`config.mk`:
```
export PLATFORM = sky130hd
export DESIGN_NAME = cycle_count_responder_flat
export DESIGN_NICKNAME = d
export VERILOG_FILES = /design/src/rtl/cycle_count_responder_if.sv /design/src/rtl/cycle_count_responder.sv /design/src/flat_wrapper.sv
export SDC_FILE = /design/constraint.sdc
export NUM_CORES = 1
export LEC_CHECK = 0
export ABC_CLOCK_PERIOD_IN_PS = 2980
export CAP_MARGIN = 30
export CELL_PAD_IN_SITES_DETAIL_PLACEMENT = 0
export CELL_PAD_IN_SITES_GLOBAL_PLACEMENT = 1
export CORE_UTILIZATION = 42
export CTS_CLUSTER_DIAMETER = 100
export DETAILED_ROUTE_END_ITERATION = 12
export PLACE_DENSITY_LB_ADDON = 0.1
export SYNTH_ARGS = -nofsm -noshare
export SYNTH_HDL_FRONTEND = slang
export SYNTH_SLANG_ARGS = --single-unit
```
`constraint.sdc`:
```
create_clock -name ap_clk -period 2.98 [get_ports ap_clk]
set_input_delay 0.596 -clock ap_clk [delete_from_list [all_inputs] [get_ports ap_clk]]
set_output_delay 0.596 -clock ap_clk [all_outputs]
set_load 0.05 [all_outputs]
```
`src/rtl/cycle_count_responder_if.sv`:
```
// rtl/cycle_count_responder_if.sv - control, command-FIFO and result-FIFO bundle for cycle_count_responder
//
// Purpose: collects the block-control handshake, the counterCmd read port
// and the out_r write port into one bundle.
// Modports:
//   slave  - the responder: consumes ap_start/ap_continue, command FIFO head
//            and result FIFO space; drives everything else.
//   master - the environment driving the responder (opposite directions).
interface cycle_count_responder_if #(
    parameter int CNT_W = 64,
    parameter int CMD_W = 2
);
    logic             ap_start;
    logic             ap_continue;
    logic             ap_done;
    logic             ap_idle;
    logic             ap_ready;
    logic [CMD_W-1:0] counterCmd_dout;
    logic             counterCmd_empty_n;
    logic             counterCmd_read;
    logic             counterCmd_blk_n;
    logic [CNT_W-1:0] out_r_din;
    logic             out_r_full_n;
    logic             out_r_write;
    logic             out_r_blk_n;
    logic [15:0]      n_results;

    modport slave (
        input  ap_start, ap_continue, counterCmd_dout, counterCmd_empty_n, out_r_full_n,
        output ap_done, ap_idle, ap_ready, counterCmd_read, counterCmd_blk_n,
               out_r_din, out_r_write, out_r_blk_n, n_results
    );

    modport master (
        output ap_start, ap_continue, counterCmd_dout, counterCmd_empty_n, out_r_full_n,
        input  ap_done, ap_idle, ap_ready, counterCmd_read, counterCmd_blk_n,
               out_r_din, out_r_write, out_r_blk_n, n_results
    );
endinterface

```
`src/rtl/cycle_count_responder.sv`:
```
// rtl/cycle_count_responder.sv - counterCmd consumer measuring START->STOP cycle distance
//
// Purpose: pops START/STOP/ABORT/END commands, counts ap_clk cycles between a
// START pop and the following STOP (or END) pop, and pushes each result to
// the out_r FIFO. Presents ap_ctrl_chain handshakes and *_blk_n stall flags.
// Ports:
//   ap_clk  - clock, all logic on posedge
//   ap_rst  - synchronous active-high reset
//   bus     - cycle_count_responder_if.slave: ap_start/ap_continue/ap_done/
//             ap_idle/ap_ready, counterCmd FIFO read port, out_r FIFO write
//             port, stall flags and n_results (results written this run)
module cycle_count_responder #(
    parameter int CNT_W = 64,
    parameter int CMD_W = 2
) (
    input  logic                    ap_clk,
    input  logic                    ap_rst,
    cycle_count_responder_if.slave  bus
);
    typedef enum logic [2:0] {
        S_IDLE,
        S_WAIT_START,
        S_COUNTING,
        S_WRITE_OUT,
        S_DONE
    } state_t;

    localparam logic [1:0] CMD_START = 2'd0;
    localparam logic [1:0] CMD_STOP  = 2'd1;
    localparam logic [1:0] CMD_ABORT = 2'd2;
    localparam logic [1:0] CMD_END   = 2'd3;

    state_t           state, state_n;
    logic [CNT_W-1:0] cnt, cnt_n;
    logic [CNT_W-1:0] din, din_n;
    logic [15:0]      nres, nres_n;
    logic             end_pend, end_pend_n;
    logic [CNT_W-1:0] cnt_inc;
    logic [1:0]       cmd;
    logic             ready_c, done_c, read_c, write_c;

    assign cmd = bus.counterCmd_dout[1:0];

    // Saturating increment: the value the counter holds after this edge, so a
    // STOP popped on the cycle after START reports 1.
    assign cnt_inc = (&cnt) ? cnt : cnt + 1'b1;

    always_ff @(posedge ap_clk) begin
        if (ap_rst) begin
            state    <= S_IDLE;
            cnt      <= '0;
            din      <= '0;
            nres     <= '0;
            end_pend <= 1'b0;
        end else begin
            state    <= state_n;
            cnt      <= cnt_n;
            din      <= din_n;
            nres     <= nres_n;
            end_pend <= end_pend_n;
        end
    end

    always_comb begin
        state_n    = state;
        cnt_n      = cnt;
        din_n      = din;
        nres_n     = nres;
        end_pend_n = end_pend;
        ready_c    = 1'b0;
        done_c     = 1'b0;
        read_c     = 1'b0;
        write_c    = 1'b0;

        case (state)
            S_IDLE: begin
                if (bus.ap_start) begin
                    ready_c    = 1'b1;
                    nres_n     = '0;
                    end_pend_n = 1'b0;
                    state_n    = S_WAIT_START;
                end
            end
            S_WAIT_START: begin
                read_c = bus.counterCmd_empty_n;
                if (bus.counterCmd_empty_n) begin
                    case (cmd)
                        CMD_START: begin
                            cnt_n   = '0;
                            state_n = S_COUNTING;
                        end
                        CMD_END:  state_n = S_DONE;
                        default:  ;
                    endcase
                end
            end
            S_COUNTING: begin
                cnt_n  = cnt_inc;
                read_c = bus.counterCmd_empty_n;
                if (bus.counterCmd_empty_n) begin
                    case (cmd)
                        CMD_STOP: begin
                            din_n   = cnt_inc;
                            state_n = S_WRITE_OUT;
                        end
                        CMD_START: cnt_n   = '0;
                        CMD_ABORT: state_n = S_WAIT_START;
                        CMD_END: begin
                            din_n      = cnt_inc;
                            end_pend_n = 1'b1;
                            state_n    = S_WRITE_OUT;
                        end
                        default: ;
                    endcase
                end
            end
            S_WRITE_OUT: begin
                write_c = bus.out_r_full_n;
                if (bus.out_r_full_n) begin
                    nres_n     = nres + 16'd1;
                    end_pend_n = 1'b0;
                    state_n    = end_pend ? S_DONE : S_WAIT_START;
                end
            end
            S_DONE: begin
                done_c = 1'b1;
                if (bus.ap_continue) state_n = S_IDLE;
            end
            default: state_n = S_IDLE;
        endcase
    end

    // Strobes are suppressed while reset is asserted so a reset landing in
    // WRITE_OUT never leaks a partial write or a command pop.
    assign bus.ap_ready        = ready_c & ~ap_rst;
    assign bus.ap_done         = done_c  & ~ap_rst;
    assign bus.counterCmd_read = read_c  & ~ap_rst;
    assign bus.out_r_write     = write_c & ~ap_rst;
    assign bus.ap_idle         = (state == S_IDLE);
    assign bus.out_r_din       = din;
    assign bus.n_results       = nres;

    assign bus.counterCmd_blk_n = ~(((state == S_WAIT_START) || (state == S_COUNTING))
                                    && !bus.counterCmd_empty_n);
    assign bus.out_r_blk_n      = ~((state == S_WRITE_OUT) && !bus.out_r_full_n);
endmodule

```
`src/flat_wrapper.sv`:
```
// flat-port wrapper written by rule: the top's interface ports become plain ports
module cycle_count_responder_flat 
#(
    parameter int CNT_W = 64,
    parameter int CMD_W = 2
)
  (ap_clk, ap_rst, bus_ap_start, bus_ap_continue, bus_counterCmd_dout, bus_counterCmd_empty_n, bus_out_r_full_n, bus_ap_done, bus_ap_idle, bus_ap_ready, bus_counterCmd_read, bus_counterCmd_blk_n, bus_out_r_din, bus_out_r_write, bus_out_r_blk_n, bus_n_results);
  cycle_count_responder_if #(.CNT_W(CNT_W), .CMD_W(CMD_W)) bus_i ();
  input  logic ap_clk;
  input  logic ap_rst;
  input wire logic [$bits(bus_i.ap_start)-1:0] bus_ap_start;
  input wire logic [$bits(bus_i.ap_continue)-1:0] bus_ap_continue;
  input wire logic [$bits(bus_i.counterCmd_dout)-1:0] bus_counterCmd_dout;
  input wire logic [$bits(bus_i.counterCmd_empty_n)-1:0] bus_counterCmd_empty_n;
  input wire logic [$bits(bus_i.out_r_full_n)-1:0] bus_out_r_full_n;
  output wire logic [$bits(bus_i.ap_done)-1:0] bus_ap_done;
  output wire logic [$bits(bus_i.ap_idle)-1:0] bus_ap_idle;
  output wire logic [$bits(bus_i.ap_ready)-1:0] bus_ap_ready;
  output wire logic [$bits(bus_i.counterCmd_read)-1:0] bus_counterCmd_read;
  output wire logic [$bits(bus_i.counterCmd_blk_n)-1:0] bus_counterCmd_blk_n;
  output wire logic [$bits(bus_i.out_r_din)-1:0] bus_out_r_din;
  output wire logic [$bits(bus_i.out_r_write)-1:0] bus_out_r_write;
  output wire logic [$bits(bus_i.out_r_blk_n)-1:0] bus_out_r_blk_n;
  output wire logic [$bits(bus_i.n_results)-1:0] bus_n_results;
  assign bus_i.ap_start = bus_ap_start;
  assign bus_i.ap_continue = bus_ap_continue;
  assign bus_i.counterCmd_dout = bus_counterCmd_dout;
  assign bus_i.counterCmd_empty_n = bus_counterCmd_empty_n;
  assign bus_i.out_r_full_n = bus_out_r_full_n;
  assign bus_ap_done = bus_i.ap_done;
  assign bus_ap_idle = bus_i.ap_idle;
  assign bus_ap_ready = bus_i.ap_ready;
  assign bus_counterCmd_read = bus_i.counterCmd_read;
  assign bus_counterCmd_blk_n = bus_i.counterCmd_blk_n;
  assign bus_out_r_din = bus_i.out_r_din;
  assign bus_out_r_write = bus_i.out_r_write;
  assign bus_out_r_blk_n = bus_i.out_r_blk_n;
  assign bus_n_results = bus_i.n_results;
  cycle_count_responder #(.CNT_W(CNT_W), .CMD_W(CMD_W)) u_core (.ap_clk(ap_clk), .ap_rst(ap_rst), .bus(bus_i));
endmodule
```
==> out/results.txt <==
Worst-path maximum fanout -> 5
Simple-gate portion of the synthesized area -> 25.6%
Yosys reg bits -> 148
Most frequent cells in the layout -> 148 x dfxtp_1, 106 x nor2_1, 87 x clkdlybuf4s50_1, 64 x buf_4, 63 x a21oi_1
Area grow syn2layout -> 27.5%
Largest net degree at the start of global routing -> 77
Initial antenna violation count -> 0
Clk Latency, worst-skew pair -> 0.42 ns
# setup viols final -> 0
Worst Setup EP -> bus_ap_ready
CTS max path bufs -> 2
Vias/cell -> 5.78
Die X -> 139 um
Register area share after synthesis -> 37.6%
Final HPWL DP -> 16.2 mm
Netlist cell types -> 71
Grt ovf -> 0
Failing checks -> DRC
Root Buffer -> clkbuf_16
I/O Buffers -> 94
RSZ-0062 raised after global routing -> false
Fin crit share -> 94.3%
Worst slew pin tran -> 0.585 ns
Synthesized-area fraction occupied by adder cells -> 0.952%
Reg2Reg Launch Point -> u_core.cnt[1]
First-pass GRT wire length -> 37.3 mm
Synth Area in Compound Gates -> 24.0%
Status -> finished with violations
Post-CTS Setup Repair Bufs -> 0
FMAX -> 0.356 GHz
Power, Total -> 5440 uW
WP data arrival -> 2.22 ns
LEAKAGE -> 0.00323 uW
H-tree depth -> 4
TritonRoute pass-1 iters -> 12
Crit path time final -> 2.81 ns
Final wirelength -> 22.8 mm
Number of fill cells -> 1726
Ys Warns -> 0
Largest family of logic cells by synthesized area -> simple AND/OR/NAND/NOR gates
Initial core utilization -> 43.4%
Post-route setup slack -> 0.169 ns
Antenna-violating nets left -> 0
Cts hold-fix bufs -> 0
VDD IR max -> 0.392 mV
Net count after synthesis -> 984
XOR/XNOR Fraction of Synth Area -> 6.11%
Fin Setup TNS -> 0 ns
Number of flops mapped to enable cells by yosys -> 0
Global placement routability congestion -> 0.861
R2R cell count -> 9
Via count -> 7610
Worst hold path class -> reg2reg
Synth area leaders -> dfxtp_1 38%, a211oi_1 5.6%, nor2_1 5.1%, xnor2_1 4.4%, a21oi_1 4.0%
Wire per inst -> 17.3 um
Hold depth -> 2
R2r endpoint -> u_core.bus.out_r_din[35]
Cell row count -> 49
Clock sink count -> 148
Commonest non-fill, non-tap cell in the layout -> dfxtp_1
Register-to-register setup slack -> 0.25 ns
Height of the die -> 139 um
Critical path class -> in2out
Worst Skew -> 0.00712 ns
Layout Nets -> 1088
Yosys top cell by area -> dfxtp_1
Synth Flop Type -> dfxtp_1
Resize count post-CTS -> 0
Worst relative slew slack -> 60.7%
Share of layout cells above drive strength 1 -> 13.4%
Remaining DRCs -> 2
Setup crit start -> bus_ap_start
MaxCap Viol Count -> 0
1st-iter DRT viols -> 471
CTS tree -> built
PwrDens -> 541 mW/mm^2
Syn Inst Count -> 970
Vias in the first global route -> 6956
Ant. Diodes -> 0
Mapped cell area -> 0.00788 sq mm
Startpoint type of the worst setup path -> input pin
Post-synth top area share -> 37.6%
TritonCTS buffer count -> 17
Worst EP required -> 2.38 ns
Hold Vio Cnt, Final -> 0
Final max-slew violation count -> 0
Gr usage total -> 24.1%
Synthesized area per cell -> 8.13 sq um
Mux cell area share after synthesis -> 0.794%
I/O Pins -> 95
Reg clk slew, reported paths -> 0.06 ns
Core area -> 0.0181 sq mm
Die ar. -> 0.0193 sq mm
Pre-CTS setup slack -> 0.166 ns
Endpoint type of the worst setup path -> output port
Ys async rst share -> 0%
critical path, cell delays in order:
cell	delay [ns]
clkdlybuf4s50_1	0.52
or4b_2	0.71
nor2_1	0.22
buf_12	0.17
worst min-delay path by stage:
stage	startpoint	slack [ns]	end
2_1_floorplan	u_core.cnt[17]	0.46	u_core.cnt[17]
4_1_cts	u_core.bus.out_r_din[4]	0.47	u_core.bus.out_r_din[4]
3_3_place_gp	u_core.bus.out_r_din[4]	0.45	u_core.bus.out_r_din[4]
3_5_place_dp	u_core.bus.out_r_din[4]	0.46	u_core.bus.out_r_din[4]
6_report	u_core.bus.out_r_din[4]	0.46	u_core.bus.out_r_din[4]
5_1_grt	u_core.bus.out_r_din[4]	0.48	u_core.bus.out_r_din[4]
power by group:
group	internal, uW	switching, uW	leakage, uW	total (uW)
clock network	1350	867	0.000289	2220
logic	388	709	0.00175	1100
registers	2050	71.9	0.00119	2120
cell usage after synthesis (3+ instances only):
cell type,n
nor2_1,107
o211ai_1,6
a41oi_1,7
mux2i_1,4
nand3_1,44
o31ai_1,5
a211o_1,5
nor3_1,18
buf_1,3
clkbuf_2,3
nand4_1,22
dfxtp_1,148
xor2_1,15
and4_1,6
nor2b_1,3
and2_1,8
nand2_1,58
a311oi_1,11
buf_2,12
clkbuf_1,56
nor3b_1,3
a21oi_1,63
nor4_1,9
ha_1,6
nand3b_1,4
nand2b_1,16
a31o_2,4
and3_1,17
or2_2,5
nor4_2,5
inv_1,19
or4_1,6
or3_1,22
a211oi_1,59
nand4_2,5
o21ai_1,5
a31oi_1,44
o21a_1,6
xnor2_1,40
a21o_1,5
o21ai_0,46
cell type report:
class,count,area (sq um),area share (%)
clock buffer,23,498,4.95
multi-input combinational,727,4570,45.4
clock inverter,9,116,1.16
inverter,19,71.3,0.709
timing repair buffer,161,1550,15.4
tap,229,287,2.85
sequential,148,2960,29.5
flip-flops by register name, indices dropped and copies added, names as in the netlist:
signal	count
u_core.bus.out_r_din	64
u_core.bus.n_results	16
u_core.cnt	64
u_core.state	3
u_core.end_pend	1
per-stage QoR:
| stage | util [%] | instances | hold slack (ns) | area [sq um] |
|---|---|---|---|---|
| 6_report | 55.4 | 1316 | 0.463 | 10100 |
| 5_1_grt | 55.4 | 1316 | 0.484 | 10100 |
| 3_5_place_dp | 52.0 | 1284 | 0.457 | 9440 |
| 3_3_place_gp | 52.0 | 1284 | 0.448 | 9440 |
| 4_1_cts | 55.4 | 1316 | 0.469 | 10100 |
| 2_1_floorplan | - | 970 | 0.462 | 7900 |
metal layers:
metal	GRT usage, %	wire, um
met4	6.37	239
met2	36.8	10100
met3	3.63	1080
met1	35.3	11500
met5	0	0
logic make-up (layout without fill, tap and decap cells):
group                    Yosys count  in the layout
adder cells (fa/ha/maj)            6              6
AO/OA/AOI/OAI                    286            286
XOR/XNOR                          55             55
buffers and inverters             95            212
multiplexers                       6              6
flip-flops                       148            148
AND/OR/NAND/NOR                  374            374
No activity file was read; power rests on OpenSTA's default activity.
